## src/rtl/pcs_receive.sv

```systemverilog
// pcs_receive: 1000BASE-X PCS receive path. Decodes 8B/10B code-groups and rebuilds GMII RXD/RX_DV/RX_ER.
// Latency: 1 clock. The code-group sampled at edge k drives the outputs from edge k until edge k+1.
// Backpressure: none. One code-group is consumed every clock.
// Ports: Clk, mr_main_reset (synchronous, active-high), code_sync_status (sync acquired),
//        SUDI {rx_even, code-group a..j with a at bit 9}, RXD/RX_DV/RX_ER (GMII receive),
//        receiving (a packet is in progress).
module pcs_receive (
  input  logic        Clk,
  input  logic        mr_main_reset,
  input  logic        code_sync_status,
  input  logic [10:0] SUDI,
  output logic [7:0]  RXD,
  output logic        RX_DV,
  output logic        RX_ER,
  output logic        receiving
);

  typedef enum logic [2:0] {CG_DATA, CG_K285, CG_S, CG_T, CG_R, CG_V, CG_INV} cg_class_t;
  typedef enum logic [2:0] {LINK_FAILED, WAIT_FOR_K, RX_K, IDLE_D, RECEIVE, TRI_RRI} rx_state_t;

  // Special code-groups in their RD- form. The RD+ form is the bitwise complement.
  localparam logic [9:0] K285_CG = 10'b0011111010;
  localparam logic [9:0] S_CG    = 10'b1101101000;
  localparam logic [9:0] T_CG    = 10'b1011101000;
  localparam logic [9:0] R_CG    = 10'b1110101000;
  localparam logic [9:0] V_CG    = 10'b0111101000;

  logic [9:0] cg;
  logic       rx_even;
  logic [4:0] dec5;
  logic       vld6;
  logic [2:0] dec3;
  logic       vld4;
  cg_class_t  cls;
  logic       k_even;

  assign cg      = SUDI[9:0];
  assign rx_even = SUDI[10];

  // 5b/6b decode on abcdei. Both disparity columns are listed, and disparity is ignored.
  always_comb begin
    vld6 = 1'b1;
    dec5 = 5'd0;
    case (cg[9:4])
      6'b100111, 6'b011000: dec5 = 5'd0;
      6'b011101, 6'b100010: dec5 = 5'd1;
      6'b101101, 6'b010010: dec5 = 5'd2;
      6'b110001:            dec5 = 5'd3;
      6'b110101, 6'b001010: dec5 = 5'd4;
      6'b101001:            dec5 = 5'd5;
      6'b011001:            dec5 = 5'd6;
      6'b111000, 6'b000111: dec5 = 5'd7;
      6'b111001, 6'b000110: dec5 = 5'd8;
      6'b100101:            dec5 = 5'd9;
      6'b010101:            dec5 = 5'd10;
      6'b110100:            dec5 = 5'd11;
      6'b001101:            dec5 = 5'd12;
      6'b101100:            dec5 = 5'd13;
      6'b011100:            dec5 = 5'd14;
      6'b010111, 6'b101000: dec5 = 5'd15;
      6'b011011, 6'b100100: dec5 = 5'd16;
      6'b100011:            dec5 = 5'd17;
      6'b010011:            dec5 = 5'd18;
      6'b110010:            dec5 = 5'd19;
      6'b001011:            dec5 = 5'd20;
      6'b101010:            dec5 = 5'd21;
      6'b011010:            dec5 = 5'd22;
      6'b111010, 6'b000101: dec5 = 5'd23;
      6'b110011, 6'b001100: dec5 = 5'd24;
      6'b100110:            dec5 = 5'd25;
      6'b010110:            dec5 = 5'd26;
      6'b110110, 6'b001001: dec5 = 5'd27;
      6'b001110:            dec5 = 5'd28;
      6'b101110, 6'b010001: dec5 = 5'd29;
      6'b011110, 6'b100001: dec5 = 5'd30;
      6'b101011, 6'b010100: dec5 = 5'd31;
      default:              vld6 = 1'b0;
    endcase
  end

  // 3b/4b decode on fghj. The primary and alternate .7 encodings both map to 7.
  always_comb begin
    vld4 = 1'b1;
    dec3 = 3'd0;
    case (cg[3:0])
      4'b1011, 4'b0100:                   dec3 = 3'd0;
      4'b1001:                            dec3 = 3'd1;
      4'b0101:                            dec3 = 3'd2;
      4'b1100, 4'b0011:                   dec3 = 3'd3;
      4'b1101, 4'b0010:                   dec3 = 3'd4;
      4'b1010:                            dec3 = 3'd5;
      4'b0110:                            dec3 = 3'd6;
      4'b1110, 4'b0001, 4'b0111, 4'b1000: dec3 = 3'd7;
      default:                            vld4 = 1'b0;
    endcase
  end

  // The specials are matched first. /S/, /T/, /R/ and /V/ would otherwise alias to Dx.7 data.
  always_comb begin
    cls = CG_INV;
    if (cg == K285_CG || cg == ~K285_CG)   cls = CG_K285;
    else if (cg == S_CG || cg == ~S_CG)    cls = CG_S;
    else if (cg == T_CG || cg == ~T_CG)    cls = CG_T;
    else if (cg == R_CG || cg == ~R_CG)    cls = CG_R;
    else if (cg == V_CG || cg == ~V_CG)    cls = CG_V;
    else if (vld6 && vld4)                 cls = CG_DATA;
  end

  assign k_even = (cls == CG_K285) && rx_even;

  rx_state_t  state_q, state_d;
  logic [7:0] rxd_q, rxd_d;
  logic       rx_dv_q, rx_dv_d;
  logic       rx_er_q, rx_er_d;
  logic       receiving_q, receiving_d;

  always_comb begin
    state_d = state_q;
    rxd_d   = 8'h00;
    rx_dv_d = 1'b0;
    rx_er_d = 1'b0;
    if (!code_sync_status) begin
      state_d = LINK_FAILED;
      // Losing sync mid-packet terminates the frame with one error cycle.
      if (state_q == RECEIVE) begin
        rx_dv_d = 1'b1;
        rx_er_d = 1'b1;
      end
    end else begin
      case (state_q)
        LINK_FAILED: state_d = WAIT_FOR_K;
        WAIT_FOR_K:  if (k_even) state_d = RX_K;
        RX_K:        state_d = (cls == CG_DATA) ? IDLE_D : WAIT_FOR_K;
        IDLE_D: begin
          if (k_even) begin
            state_d = RX_K;
          end else if (cls == CG_S) begin
            state_d = RECEIVE;
            rxd_d   = 8'h55;
            rx_dv_d = 1'b1;
          end else begin
            state_d = WAIT_FOR_K;
          end
        end
        RECEIVE: begin
          if (cls == CG_DATA) begin
            rxd_d   = {dec3, dec5};
            rx_dv_d = 1'b1;
          end else if (cls == CG_T) begin
            state_d = TRI_RRI;
          end else if (k_even) begin
            state_d = RX_K;
            rx_dv_d = 1'b1;
            rx_er_d = 1'b1;
          end else begin
            rx_dv_d = 1'b1;
            rx_er_d = 1'b1;
          end
        end
        TRI_RRI: begin
          if (k_even)              state_d = RX_K;
          else if (cls != CG_R)    state_d = WAIT_FOR_K;
        end
        default: state_d = LINK_FAILED;
      endcase
    end
    receiving_d = (state_d == RECEIVE);
  end

  always_ff @(posedge Clk) begin
    if (mr_main_reset) begin
      state_q     <= LINK_FAILED;
      rxd_q       <= 8'h00;
      rx_dv_q     <= 1'b0;
      rx_er_q     <= 1'b0;
      receiving_q <= 1'b0;
    end else begin
      state_q     <= state_d;
      rxd_q       <= rxd_d;
      rx_dv_q     <= rx_dv_d;
      rx_er_q     <= rx_er_d;
      receiving_q <= receiving_d;
    end
  end

  assign RXD       = rxd_q;
  assign RX_DV     = rx_dv_q;
  assign RX_ER     = rx_er_q;
  assign receiving = receiving_q;

endmodule

```

## config.mk

```make
export PLATFORM = sky130hd
export DESIGN_NAME = pcs_receive
export DESIGN_NICKNAME = d
export VERILOG_FILES = /design/src/rtl/pcs_receive.sv
export SDC_FILE = /design/constraint.sdc
export NUM_CORES = 1
export LEC_CHECK = 0
export BUFFER_PORTS_ARGS = -buffer_cell sky130_fd_sc_hd__buf_2
export CAP_MARGIN = 0
export CORE_MARGIN = 8
export CORE_UTILIZATION = 33
export CTS_CLUSTER_DIAMETER = 150
export DETAILED_ROUTE_END_ITERATION = 10
export MAX_ROUTING_LAYER = met4
export PLACE_DENSITY = 0.57
export SYNTH_ARGS = -nofsm -noshare
export SYNTH_HDL_FRONTEND = slang
export SYNTH_SLANG_ARGS = --single-unit
```

## constraint.sdc

```tcl
create_clock -name Clk -period 3.28 [get_ports Clk]
set_clock_uncertainty 0.15 [all_clocks]
set_input_delay 0.492 -clock Clk [delete_from_list [all_inputs] [get_ports Clk]]
set_output_delay 0.492 -clock Clk [all_outputs]
set_load 0.03 [all_outputs]
```

==> flow_metrics.py <==
metrics = {
    "grt": {
        "antenna_found_initial": 0,
        "grt_max_degree": 30,
        "grt_overflow": 0,
        "grt_pass1_wl_mm": 5.82,
        "grt_pass1_vias": 1223,
        "track_usage_pct": 11.2,
    },
    "clock_tree": {
        "clock_path_buffers": 2,
        "clk_pin_slew_worst_paths_ns": 0.06,
        "cts_made_buffers": 3,
        "postCtsSetupRepairBufs": 0,
        "clk_latency_ns": 0.24,
        "ctsHoldBuffers": 0,
        "cts_max_level": 1,
        "cts_tree": "yes",
        "clockRootBuffer": "clkbuf_8",
        "cts_sinks": 14,
        "cts_resized": 0,
    },
    "setup_path": {
        "crit_start": "SUDI[4]",
        "slowest_stage": "buf_2",
        "path_delay_family": "compound AO/OA/AOI/OAI gates",
        "path_max_fanout": 29,
        "cp-endpoint": "RXD[5]",
        "r2r_end": "RXD[5]",
        "r2r_cells": 3,
        "r2r_start": "state_q[1]",
        "cp.buffers_inverters": 1,
        "critPathCaptureType": "flop",
        "cp_cell_sequence": "buf_2 -> o22ai_2 -> a221oi_2 -> o211ai_1 -> nor4b_4 -> nand4b_4 -> a311oi_2",
        "critPathKind": "in2reg",
        "path_depth": 7,
        "slowest_delay_ns": 0.37,
        "reg2reg_slack_ns": 1.92,
        "worstSetupStartpointType": "input port",
        "cp.arrival_ns": 2.32,
        "crit_required_ns": 3.28,
    },
    "pwr": {
        "p_per_area_nw_per_um2": 280,
        "leakage_nw": 0.613,
        "ir_worst_vdd_uv": 86.6,
    },
    "synthesis": {
        "ys_seq_elements": 14,
        "synth_fp_nets": 203,
        "synth_area_leaders": "dfxtp_1 20%, a21oi_1 6.1%, o21ai_0 5.7%, nand2_1 5.1%, nand2b_1 3.6%",
        "syn_area_per_cell_um2": 7.41,
        "synth_edf_count": 0,
        "yosysSeqAreaShare_pct": 20.0,
        "netlist_area_um2": 1400,
        "netlist_instances": 189,
        "synth.distinct_cells": 59,
        "yosysTopAreaCellShare_pct": 20.0,
        "yosys.area.top_type": "dfxtp_1",
        "synth_ff_type": "dfxtp_1",
        "synthArstFlopShare_pct": 0,
        "yosys_warnings": 0,
    },
    "route": {
        "drt-total-wl_mm": 3.65,
        "wl_per_cell_um": 14.6,
        "vias": 1444,
        "remaining_drc_errors": 0,
        "routed_via_density": 5.78,
        "drtIter0Drc": 99,
        "ant_nets": 0,
        "dr.pass1.iters": 4,
    },
    "place": {
        "dp_hpwl_mm": 2.68,
        "port-buffer-count": 24,
        "gp_congestion": 0.870,
    },
    "sta": {
        "slew_headroom_pct": 66.1,
        "max_freq_mhz": 432,
        "maxSlewViolCount": 0,
        "finalHoldViolCount": 0,
        "setup_viol": 0,
        "rsz0062_at_grt": "no",
        "fin_tns_setup_ns": 0,
        "period_needed_ns": 2.32,
        "worst_pin_slew_ns": 0.502,
        "timing.hold.ws_ns": 0.288,
        "fin_crit_sh_pct": 70.6,
    },
    "floorplanning": {
        "rows": 23,
        "io_pins": 25,
        "die_y_um": 81.2,
        "coreArea_um2": 4060,
        "floorplan.initialDensity_pct": 34.5,
        "die_w_um": 81.2,
        "die_area_um2": 6590,
    },
    "job": {
        "cap_violations": 0,
    },
    "final_layout": {
        "multi_input_area_um2": 985,
        "regArea_um2": 280,
        "drive_gt1_share_pct": 19.0,
        "fin_nets": 216,
        "fill_cells": 449,
        "syn2layout_area_growth_pct": 8.12,
        "antenna_cells": 0,
    },
    "min_path": {
        "hp-class": "in2reg",
        "hp-start": "mr_main_reset",
    },
    "run_status": {
        "outcome": "complete, no violations",
    },
}
-- report_power, final --
group,internal [mW],switching [mW]
combinational,0.0424,0.0739
sequential,0.171,0.00126
clock,0.0810,0.0552
total,0.294,0.130
-- area by class of cell --
| type | instances | share of cell area, % |
|---|---|---|
| repair buffers | 24 | 7.93 |
| clock buffers | 3 | 2.73 |
| flip-flops and latches | 14 | 18.5 |
| multi-input cells | 152 | 65.0 |
| well taps | 50 | 4.13 |
| inverters | 7 | 1.73 |
-- through the flow --
| stage | utilization, % | std cells | instance area (um2) | worst slack, ns | power [mW] |
|---|---|---|---|---|---|
| 6_report | 37.3 | 250 | 1520 | 0.964 | 0.425 |
| 5_1_grt | 37.3 | 250 | 1520 | 0.819 | 0.448 |
| 4_1_cts | 37.3 | 250 | 1520 | 0.970 | 0.425 |
| 3_5_place_dp | 36.3 | 247 | 1470 | 0.726 | 0.290 |
| 3_3_place_gp | 36.3 | 247 | 1470 | 0.745 | 0.292 |
| 2_1_floorplan | - | 189 | 1400 | 1.08 | 0.271 |
-- worst reg2reg max path: stages (launching register included) --
cell	delay, ns
dfxtp_1	0.34
and2b_1	0.32
nand4b_4	0.19
a311oi_2	0.26
-- cells in the mapped netlist, drive strengths merged (2+ instances only) --
| cell | n |
|---|---|
| and2b | 2 |
| or2 | 3 |
| o211ai | 2 |
| nor4bb | 2 |
| nand3b | 3 |
| nor2 | 9 |
| clkbuf | 4 |
| a31oi | 5 |
| inv | 7 |
| nand2b | 8 |
| o221ai | 3 |
| buf | 12 |
| nand4b | 2 |
| dfxtp | 14 |
| nand3 | 5 |
| o22a | 2 |
| nand4 | 2 |
| or4 | 3 |
| nand2 | 19 |
| nor3 | 5 |
| nor2b | 2 |
| and2 | 3 |
| a221oi | 2 |
| and3 | 2 |
| or3 | 3 |
| o22ai | 5 |
| o21ai | 20 |
| a22oi | 3 |
| a21oi | 18 |
-- worst min-delay path by stage --
stage          slack, ns  cells past startpoint         end
2_1_floorplan       0.41                      2  state_q[0]
3_3_place_gp        0.47                      2  state_q[0]
3_5_place_dp        0.47                      3  state_q[1]
4_1_cts             0.29                      2       RX_ER
5_1_grt             0.30                      2       RX_ER
6_report            0.29                      2       RX_ER
-- placed cells by master, fill, tap and decap left out, types with 4 or more instances in the layout --
cell type / count
nand2_1: 19
o22ai_1: 4
nand3_1: 5
nor3_1: 4
inv_1: 6
nand2b_1: 8
buf_2: 24
nor2_1: 9
o21ai_0: 16
dfxtp_1: 14
a31oi_1: 5
o21ai_1: 4
a21oi_1: 17
-- sequential cells by signal, summed over array words and instances (netlist names) --
| name | cells |
|---|---|
| RXD | 8 |
| state_q | 3 |
| receiving | 1 |
| RX_DV | 1 |
| RX_ER | 1 |
-- per-layer routing --
layer | vias to the layer above | global-route usage (%) | part of all wire [%]
met4 | 0 | 4.82 | 1.4
met2 | 48 | 14.8 | 41
met1 | 656 | 16.3 | 51
li1 | 736 | - | -
met5 | - | - | 0
met3 | 4 | 1.21 | 7.0
-- kinds of logic (layout without fill, tap and decap cells) --
kind of cell,count (synthesis),count (layout),synth area share (%)
compound gates,72,72,34.7
xor+xnor,1,1,0.625
buf+inv,23,34,9.73
flops,14,14,20.0
simple gates,79,79,34.9
No activity file was read; power rests on OpenSTA's default activity.
